==> src/rtl/adder_tree_pkg.sv <==
// rtl/adder_tree_pkg.sv - shared constants, state type and width helper for the adder tree feeder
package adder_tree_pkg;

  localparam int ADDER_WIDTH_DFLT = 64;

  typedef enum logic [1:0] {
    FILL = 2'd0,
    WAIT = 2'd1,
    HOLD = 2'd2
  } feeder_state_t;

  // Width that holds the sum of `lanes` unsigned operands of `w` bits without overflow
  function automatic int sum_width(input int w, input int lanes);
    return w + $clog2(lanes);
  endfunction

endpackage

==> src/rtl/adder_tree_lane_bank.sv <==
// rtl/adder_tree_lane_bank.sv - LANES x W operand register file with flattened read bus
module adder_tree_lane_bank
  import adder_tree_pkg::*;
#(
  parameter int W     = ADDER_WIDTH_DFLT,
  parameter int LANES = 8,
  localparam int IW   = $clog2(LANES)
) (
  input  logic               clk,
  input  logic               rst,
  input  logic               i_we,
  input  logic [IW-1:0]      i_idx,
  input  logic [W-1:0]       i_data,
  output logic [LANES*W-1:0] o_bus
);

  logic [W-1:0] r_lanes [LANES];

  // Write one lane per accepted operand; lanes keep their value otherwise
  always_ff @(posedge clk or posedge rst) begin
    if (rst) begin
      for (int k = 0; k < LANES; k++) begin
        r_lanes[k] <= '0;
      end
    end else if (i_we) begin
      r_lanes[i_idx] <= i_data;
    end
  end

  for (genvar g = 0; g < LANES; g++) begin : g_bus
    assign o_bus[g*W +: W] = r_lanes[g];
  end

endmodule

==> src/rtl/adder_tree_feeder.sv <==
// rtl/adder_tree_feeder.sv - collects operands for the adder tree, captures and self-checks its sum
module adder_tree_feeder
  import adder_tree_pkg::*;
#(
  parameter int ADDER_WIDTH  = ADDER_WIDTH_DFLT,
  parameter int LANES        = 8,
  parameter int TREE_LATENCY = 2,
  localparam int SUM_WIDTH   = sum_width(ADDER_WIDTH, LANES)
) (
  input  logic                         clk,
  input  logic                         rst,
  input  logic [ADDER_WIDTH-1:0]       in_data,
  input  logic                         in_valid,
  output logic                         in_ready,
  output logic [LANES*ADDER_WIDTH-1:0] tree_operands,
  input  logic [SUM_WIDTH-1:0]         tree_sum,
  output logic [SUM_WIDTH-1:0]         out_sum,
  output logic                         out_valid,
  input  logic                         out_ready,
  output logic                         out_mismatch
);

  localparam int IW = $clog2(LANES);
  localparam int CW = $clog2(TREE_LATENCY + 1);

  feeder_state_t        r_state;
  logic [IW-1:0]        r_idx;
  logic [CW-1:0]        r_wait_cnt;
  logic [SUM_WIDTH-1:0] r_ref_acc;
  logic [SUM_WIDTH-1:0] r_out_sum;
  logic                 r_out_valid;
  logic                 r_out_mismatch;

  logic                 w_in_ready;
  logic                 w_accept;
  logic [SUM_WIDTH-1:0] w_in_ext;

  assign w_in_ready = (r_state == FILL);
  assign w_accept   = in_valid && w_in_ready;
  assign w_in_ext   = {{(SUM_WIDTH-ADDER_WIDTH){1'b0}}, in_data};

  assign in_ready     = w_in_ready;
  assign out_sum      = r_out_sum;
  assign out_valid    = r_out_valid;
  assign out_mismatch = r_out_mismatch;

  adder_tree_lane_bank #(
    .W     (ADDER_WIDTH),
    .LANES (LANES)
  ) u_lane_bank (
    .clk    (clk),
    .rst    (rst),
    .i_we   (w_accept),
    .i_idx  (r_idx),
    .i_data (in_data),
    .o_bus  (tree_operands)
  );

  // Fill lanes, wait out the tree latency, then hold the captured result until it is taken
  always_ff @(posedge clk or posedge rst) begin
    if (rst) begin
      r_state        <= FILL;
      r_idx          <= '0;
      r_wait_cnt     <= '0;
      r_ref_acc      <= '0;
      r_out_sum      <= '0;
      r_out_valid    <= 1'b0;
      r_out_mismatch <= 1'b0;
    end else begin
      case (r_state)
        FILL: begin
          if (w_accept) begin
            r_ref_acc <= r_ref_acc + w_in_ext;
            r_idx     <= r_idx + IW'(1);
            if (r_idx == IW'(LANES - 1)) begin
              r_state    <= WAIT;
              r_wait_cnt <= CW'(TREE_LATENCY);
            end
          end
        end
        WAIT: begin
          if (r_wait_cnt == '0) begin
            r_out_sum      <= tree_sum;
            r_out_mismatch <= (tree_sum != r_ref_acc);
            r_out_valid    <= 1'b1;
            r_state        <= HOLD;
          end else begin
            r_wait_cnt <= r_wait_cnt - CW'(1);
          end
        end
        HOLD: begin
          if (out_ready) begin
            r_out_valid <= 1'b0;
            r_idx       <= '0;
            r_ref_acc   <= '0;
            r_state     <= FILL;
          end
        end
        default: begin
          r_state <= FILL;
        end
      endcase
    end
  end

endmodule

==> config.mk <==
export PLATFORM = sky130hd
export DESIGN_NAME = adder_tree_feeder
export DESIGN_NICKNAME = d
export VERILOG_FILES = /design/src/rtl/adder_tree_pkg.sv /design/src/rtl/adder_tree_lane_bank.sv /design/src/rtl/adder_tree_feeder.sv
export SDC_FILE = /design/constraint.sdc
export NUM_CORES = 1
export LEC_CHECK = 0
export BUFFER_PORTS_ARGS = -buffer_cell sky130_fd_sc_hd__buf_4
export CORE_AREA = 5 5 274 276
export CTS_CLUSTER_DIAMETER = 120
export DETAILED_ROUTE_END_ITERATION = 10
export DIE_AREA = 0 0 279 281
export GPL_TIMING_DRIVEN = 0
export SLEW_MARGIN = 20
export SYNTH_ARGS = -nofsm -noshare
export SYNTH_HDL_FRONTEND = slang
export SYNTH_SLANG_ARGS = --single-unit
==> constraint.sdc <==
create_clock -name clk -period 32.2 [get_ports clk]
set_input_delay 6.44 -clock clk [delete_from_list [all_inputs] [get_ports clk]]
set_output_delay 6.44 -clock clk [all_outputs]
set_load 0.02 [all_outputs]
==> impl_results.md, run 1 <==
* Status: completed
* Setup crit end kind: register
* RSZ-0062 raised after global routing: no
* GRT Total Usage at 25.1%
* Detailed-route via count at 21000
* Initial Utilization at 39.6%
* Area post-placement at 35400 sq um
* Initial antenna violation count at 4
* Required time of the critical path at 32.67 ns
* Syn Inst Count at 2137
* Via density at 5.32
* Hold Path Depth at 2
* Syn_nets at 2340
* Post-layout minimum cycle time at 9.21 ns
* Post-CTS setup buffers at 0
* Mean Syn Cell Area at 13.4 sq um
* Grt met1 use at 31.0%
* Die width at 279 um
* Floorplan die area at 78400 sq um
* Setup slack after layout at 22.99 ns
* TNS Setup at 0 ns
* Worst-margin pin slew at 1.15 ns
* GRT Max-Usage Layer: met2
* Power Density at 122 nW/um^2
* Ys Warns at 0
* Synthesized area at 28700 sq um
* Die height at 281 um
* Crit path cell chain: buf_4 > ha_1 > fa_1 > a211oi_2 > o21ai_2 > a221oi_4 > o22ai_2 > o211ai_4 > a31oi_4 > a31o_1 > o31a_1 > xnor2_1 > o21ai_1
* PortBufs at 716
* Synth Register Bits at 655
* IO Count at 717
* Max-slew headroom at 23.2%
* Psw at 1.87 mW
* Worst Path Arrival at 9.68 ns
* Internal Dissipation at 2.74 mW
* Most frequent cells after synthesis: dfrtp_1, mux2_2, nand2_1, clkbuf_1, o21ai_0
* Number of synthesized flops with an enable pin at 0
* Top-count cell post-synth: dfrtp_1
* Inserted Clock Buffers at 75
* Finished layout cell area at 37900 sq um
* Period utilization at 28.6%
* Post_cts resized at 0
* Longest Clk Path Bufs at 3
* DRT Wirelength at 101 mm
* CTS H-tree lvls at 3
* Most common flop cell mapped by yosys: dfrtp_1
* Synth-to-layout area growth at 32.1%
* Row count at 99
* Sequential area share after synthesis at 57.1%
* Clk pwr share at 18.2%
* Met3 Use GR at 7.54%
* Met2 usage at 43.0%
* Remaining global-route overflow at 0
* Worst-case reg-to-reg path depth at 12
* DRC at 0
* Setup slack, reg-to-reg at 28.61 ns
* Router iterations before antenna repair at 6
* CTS root buffer: clkbuf_16
* Net Sw Frac at 40.6%
* Worst Hold Class: register to register
* Core Footprint at 72300 sq um
* GPL Wtd Cong at 0.923
* Ratio of cells with drive above 1 in the final layout at 48.4%
* CP Max Fanout at 9
* Top cell type by total area after synthesis: dfrtp_1
* Sink Count at 655
* Dominant cells by area after synthesis: dfrtp_1, mux2_2, ha_1
* Crit Path Category: input pin to register
* Post-cts hold buffer count at 0
* Largest net degree at the start of global routing at 104
* Slew Viols, Final at 0
* Leak pwr at 17.9 nW
* Top achievable clock speed at 109 MHz
* Combinational fraction of design power at 49.4%
* WHS at 0.490 ns
* First-pass GRT wire length at 148 mm
* Clock-pin slew on the worst setup and hold paths at 0.06 ns
* Routed wire length per instance at 25.6 um
* HPWL Detailed at 77.5 mm
* Yosys cell types at 63
* Final Setup Violations at 0
* Final core occ at 52.4%
* Critical-path top delay cell: fa_1
* Placement Setup Slack at 22.45 ns
* NumNets Final at 3139
* Reg2reg start: r_ref_acc[0]$_DFFE_PP0P_
* Hold Fails Final Rpt at 0
* Top-area cell type share of the netlist area at 57.1%
* CTS tree: yes
* Critical Path Max Stage Delay at 0.44 ns
* Fin Clk Skew at 0.0402 ns
* Flop pwr share at 32.4%
* Starting DRT DRC Count at 1198
* R2r endpoint: r_ref_acc[60]$_DFFE_PP0P_
* Hold_sp: out_valid$_DFFE_PP0P_
* Vias in the first global route at 21800
* Hold EP: out_valid$_DFFE_PP0P_
* Number of max-cap violations at 0
* Skew-Pair Late Insertion Delay at 0.63 ns
* Max VDD drop at 62.2 uV
* Async S/R FF share, synth at 100%
* Critical Path Source Type: input pin
* Routed Antenna Nets at 0
power by group through the flow:
| stage | Sequential, mW | Combinational, mW | Clock, mW |
|---|---|---|---|
| global route | 1.54 | 2.42 | 0.894 |
| CTS | 1.49 | 2.29 | 0.860 |
| detailed placement | 1.50 | 2.29 | 0 |
| finish | 1.49 | 2.27 | 0.839 |
| global placement | 1.48 | 2.26 | 0 |
| floorplan | 1.90 | 0.869 | 0 |
registers in the layout (all words and copies together), names as in the netlist:
register,count
out_mismatch,1
out_sum,67
out_valid,1
r_idx,3
r_ref_acc,67
r_state,2
r_wait_cnt,2
u_lane_bank.o_bus,512
through the flow:
stage / total power [mW] / std cells
floorplan: 2.77 / 2137
global placement: 3.74 / 3812
detailed placement: 3.79 / 3818
CTS: 4.64 / 3949
global route: 4.85 / 3952
finish: 4.60 / 3952
cell type report:
cell class,instances,area (sq um)
Antenna cell,3,7.51
Buffer,100,400
Clock buffer,106,2120
Clock inverter,25,290
Fill cell,6382,34500
Inverter,22,90.1
Multi-Input combinational cell,1360,11800
Sequential cell,655,16400
Tap cell,959,1200
Timing Repair Buffer,722,5540
kinds of logic after synthesis:
family                   after synthesis  share of synthesized area [%]
AO/OA/AOI/OAI                        327                           7.42
XOR/XNOR                             121                           3.69
adder cells (fa/ha/maj)               68                           2.99
buffers and inverters                122                           1.68
flip-flops                           655                           57.1
multiplexers                         578                           22.7
AND/OR/NAND/NOR                      266                           4.38
worst max path at each step:
| stage | from | end | slack (ns) | cells past startpoint |
|---|---|---|---|---|
| global placement | rst | u_lane_bank.o_bus[82]$_DFFE_PP0P_ | 0.70 | 2 |
| global route | in_data[0] | r_ref_acc[60]$_DFFE_PP0P_ | 22.90 | 13 |
| floorplan | rst | out_mismatch$_DFFE_PP0P_ | 7.41 | 1 |
| detailed placement | in_data[0] | r_ref_acc[60]$_DFFE_PP0P_ | 22.45 | 13 |
| finish | in_data[0] | r_ref_acc[60]$_DFFE_PP0P_ | 22.99 | 13 |
| CTS | in_data[0] | r_ref_acc[60]$_DFFE_PP0P_ | 23.10 | 13 |
placed cells by master, fill, tap and decap left out, types with 38 or more instances in the layout:
| master | n |
|---|---|
| o21ai_0 | 80 |
| xor2_1 | 67 |
| clkbuf_1 | 99 |
| nand2_1 | 116 |
| dfrtp_1 | 655 |
| buf_4 | 717 |
| nor2_1 | 38 |
| a21o_1 | 52 |
| mux2_2 | 575 |
| ha_1 | 67 |
| clkbuf_16 | 76 |
| xnor2_1 | 54 |
| a21oi_1 | 78 |
critical path, delay by kind of cell:
kind            cells  cell delay [ns]
fa+ha+maj           2             0.69
compound gates      9             2.21
buf+inv             1             0.16
xor+xnor            1             0.17
routing by layer:
metal / vias to the layer above / wire length (um)
met5: - / 0
met4: 0 / 2720
met3: 136 / 8420
met2: 764 / 50200
met1: 10800 / 40100
li1: 9309 / -
Note: power is estimated with default switching activity, not from simulation.
==> run 2: changes to the inputs <==
Clock period 32.2 ns to 9.05 ns, I/O delays scaled along.
==> impl_results.md, run 2 (synthesis results as in run 1) <==
* Status: completed
* Router iterations before antenna repair at 5 (-1)
* Combinational fraction of design power at 48.9% (-0.5 points)
* Max VDD drop at 230 uV (+270%)
* Post-layout minimum cycle time at 4.62 ns
* Net Sw Frac at 40.3% (-0.27 points)
* CTS root buffer: clkbuf_16
* NumNets Final at 3154 (+0.48%)
* Initial antenna violation count at 2 (-2)
* Initial Utilization at 39.6% (unchanged)
* Core Footprint at 72300 sq um (unchanged)
* Die width at 279 um (unchanged)
* Largest register FFs at 512 (unchanged)
* Clk pwr share at 19.1% (+0.9 points)
* Layout Cells excl Fill at 3970 (+0.46%)
* Worst Path Arrival at 5.10 ns (-4.58 ns)
* Routed Antenna Nets at 0 (unchanged)
* Final Setup Violations at 0 (unchanged)
* IO Count at 717 (unchanged)
* Synth-to-layout area growth at 33.6%
* Post-CTS setup buffers at 0 (unchanged)
* Critical Path Max Stage Delay at 0.45 ns (about the same)
* TNS Setup at 0 ns (unchanged)
* Worst Hold Class: register to register
* Largest net degree at the start of global routing at 38 (-63%)
* DRT Wirelength at 102 mm (+1.0%)
* Critical Path Source Type: input pin
* Vias in the first global route at 22000 (+0.82%)
* Remaining global-route overflow at 0 (unchanged)
* Worst-margin pin slew at 1.12 ns (-0.0263 ns)
* Number of max-cap violations at 0 (unchanged)
* Hold Path Depth at 2 (unchanged)
* ANT cells at 0 (-3)
* Routed wire length per instance at 25.8 um (+0.57%)
* DRC at 0 (unchanged)
* RSZ-0062 raised after global routing: no
* Skew-Pair Late Insertion Delay at 0.63 ns (about the same)
* CP delay by family, top: compound AO/OA/AOI/OAI gates
* First-pass GRT wire length at 151 mm (+1.7%)
* Placed Instances at 3833 (+0.39%)
* GRT Total Usage at 25.5% (+0.34 points)
* Ratio of cells with drive above 1 in the final layout at 49.0% (+0.56 points)
* Top achievable clock speed at 217 MHz
* Psw at 6.68 mW (+260%)
* Required time of the critical path at 9.54 ns (-23.13 ns)
* Setup crit end kind: register
* Starting DRT DRC Count at 1118 (-6.7%)
* HPWL Detailed at 78.8 mm (+1.8%)
* Detailed-route via count at 21000 (-0.16%)
* Inserted Clock Buffers at 75 (unchanged)
* Internal Dissipation at 9.91 mW (+260%)
* Commonest non-fill, non-tap cells in the layout: buf_4, dfrtp_1, mux2_2, nand2_1, clkbuf_1
* CP Max Fanout at 9 (unchanged)
* Post_cts resized at 0 (unchanged)
* Worst-case reg-to-reg path depth at 12 (unchanged)
* GPL Wtd Cong at 0.929 (+0.69%)
* Die height at 281 um (unchanged)
* CTS tree: yes
* Crit Path Category: input pin to register
* Flop pwr share at 32.0% (-0.4 points)
* Critical-path top delay cell: fa_1
* Floorplan die area at 78400 sq um (unchanged)
* Fin Clk Skew at 0.0232 ns (-0.0170 ns)
* Sink Count at 655 (unchanged)
* Max-slew headroom at 24.9% (+1.8 points)
* CTS H-tree lvls at 3 (unchanged)
* Via density at 5.28 (-0.61%)
* Slew Viols, Final at 0 (unchanged)
* PortBufs at 716 (unchanged)
* Hold Fails Final Rpt at 0 (unchanged)
* Tot Pwr at 16.6 mW (+260%)
* Longest Clk Path Bufs at 3 (unchanged)
* Critical Path Stages at 13 (unchanged)
* Period utilization at 51.0%
* Leak pwr at 18.1 nW (+1.2%)
* Power Density at 433 nW/um^2 (+260%)
* Row count at 99 (unchanged)
* Post-cts hold buffer count at 0 (unchanged)
* Crit path cell chain: buf_4 > ha_1 > fa_1 > a211oi_2 > o21ai_2 > a221oi_4 > o22ai_2 > o211ai_4 > a31oi_4 > a31o_1 > o31a_1 > xnor2_1 > o21ai_1
* Clock-pin slew on the worst setup and hold paths at 0.06 ns (about the same)
* Worst Path Buf+Inv at 1 (unchanged)
* Commonest non-fill, non-tap cell in the layout: buf_4
-- run 2: changes by cell type in the layout (fill, tap and decap cells not counted), sizes merged --
cell / previous run / this run
clkbuf: 188 / 186
diode: 3 / 0
bufinv: 3 / 8
clkinv: 13 / 20
buf: 740 / 754
inv: 27 / 24
-- run 2: worst reg2reg max path: stages, from the launching register on --
cell      delay [ns]
dfrtp_1         0.41
ha_1            0.24
fa_1            0.45
a211oi_2        0.39
o21ai_2         0.15
a221oi_4        0.39
o22ai_2         0.18
o211ai_4        0.34
a31oi_4         0.19
a31o_1          0.25
o31a_1          0.32
xnor2_1         0.16
o21ai_1         0.08
-- run 2: layout make-up --
| type | instances | area (sq um) |
|---|---|---|
| Clock inverter | 34 | 465 |
| Clock buffer | 103 | 2130 |
| Buffer | 100 | 402 |
| Tap cell | 959 | 1200 |
| Timing Repair Buffer | 737 | 5810 |
| Inverter | 22 | 86.3 |
| Multi-Input combinational cell | 1360 | 11800 |
| Fill cell | 6333 | 34000 |
| Sequential cell | 655 | 16400 |
-- run 2: metrics by stage --
step / cell area (sq um) / hold slack [ns] / utilization [%] / worst slack [ns]
after floorplan: 28700 / 0.475 / - / -1.71
after global placement: 35300 / 0.470 / 48.7 / -5.23
after detailed placement: 35700 / 0.470 / 49.4 / 3.84
after CTS: 38300 / 0.485 / 53.0 / 4.51
after global routing: 38300 / 0.512 / 53.0 / 4.29
final: 38300 / 0.483 / 53.0 / 4.43
-- run 2: path summary, 6_finish.rpt --
kind	startpoint	end	slack, ns
hold reg to reg	out_valid$_DFFE_PP0P_	out_valid$_DFFE_PP0P_	0.48
max in group asynchronous	rst	u_lane_bank.o_bus[464]$_DFFE_PP0P_	5.97
min in group asynchronous	rst	u_lane_bank.o_bus[482]$_DFFE_PP0P_	1.28
setup / recovery	in_data[0]	r_ref_acc[60]$_DFFE_PP0P_	4.43
setup reg to reg	r_ref_acc[0]$_DFFE_PP0P_	r_ref_acc[60]$_DFFE_PP0P_	5.40
hold / removal	out_valid$_DFFE_PP0P_	out_valid$_DFFE_PP0P_	0.48
-- run 2: routing by layer --
metal	part of all wire, %	vias to the layer above	track usage [%]	routed length, um
li1	-	9332	-	-
met1	41	10800	32.3	41600
met2	50	703	44.6	51400
met3	7.0	112	5.81	7190
met4	2.2	2	6.25	2220
met5	0.013	-	0	13
-- run 2: power by group through the flow --
| stage | Sequential [mW] | Combinational, mW | Clock (mW) |
|---|---|---|---|
| after floorplan | 6.76 | 3.09 | 0 |
| after global placement | 5.28 | 8.02 | 0 |
| after detailed placement | 5.33 | 8.15 | 0 |
| after CTS | 5.29 | 8.17 | 3.25 |
| after global routing | 5.48 | 8.61 | 3.38 |
| final | 5.30 | 8.11 | 3.17 |
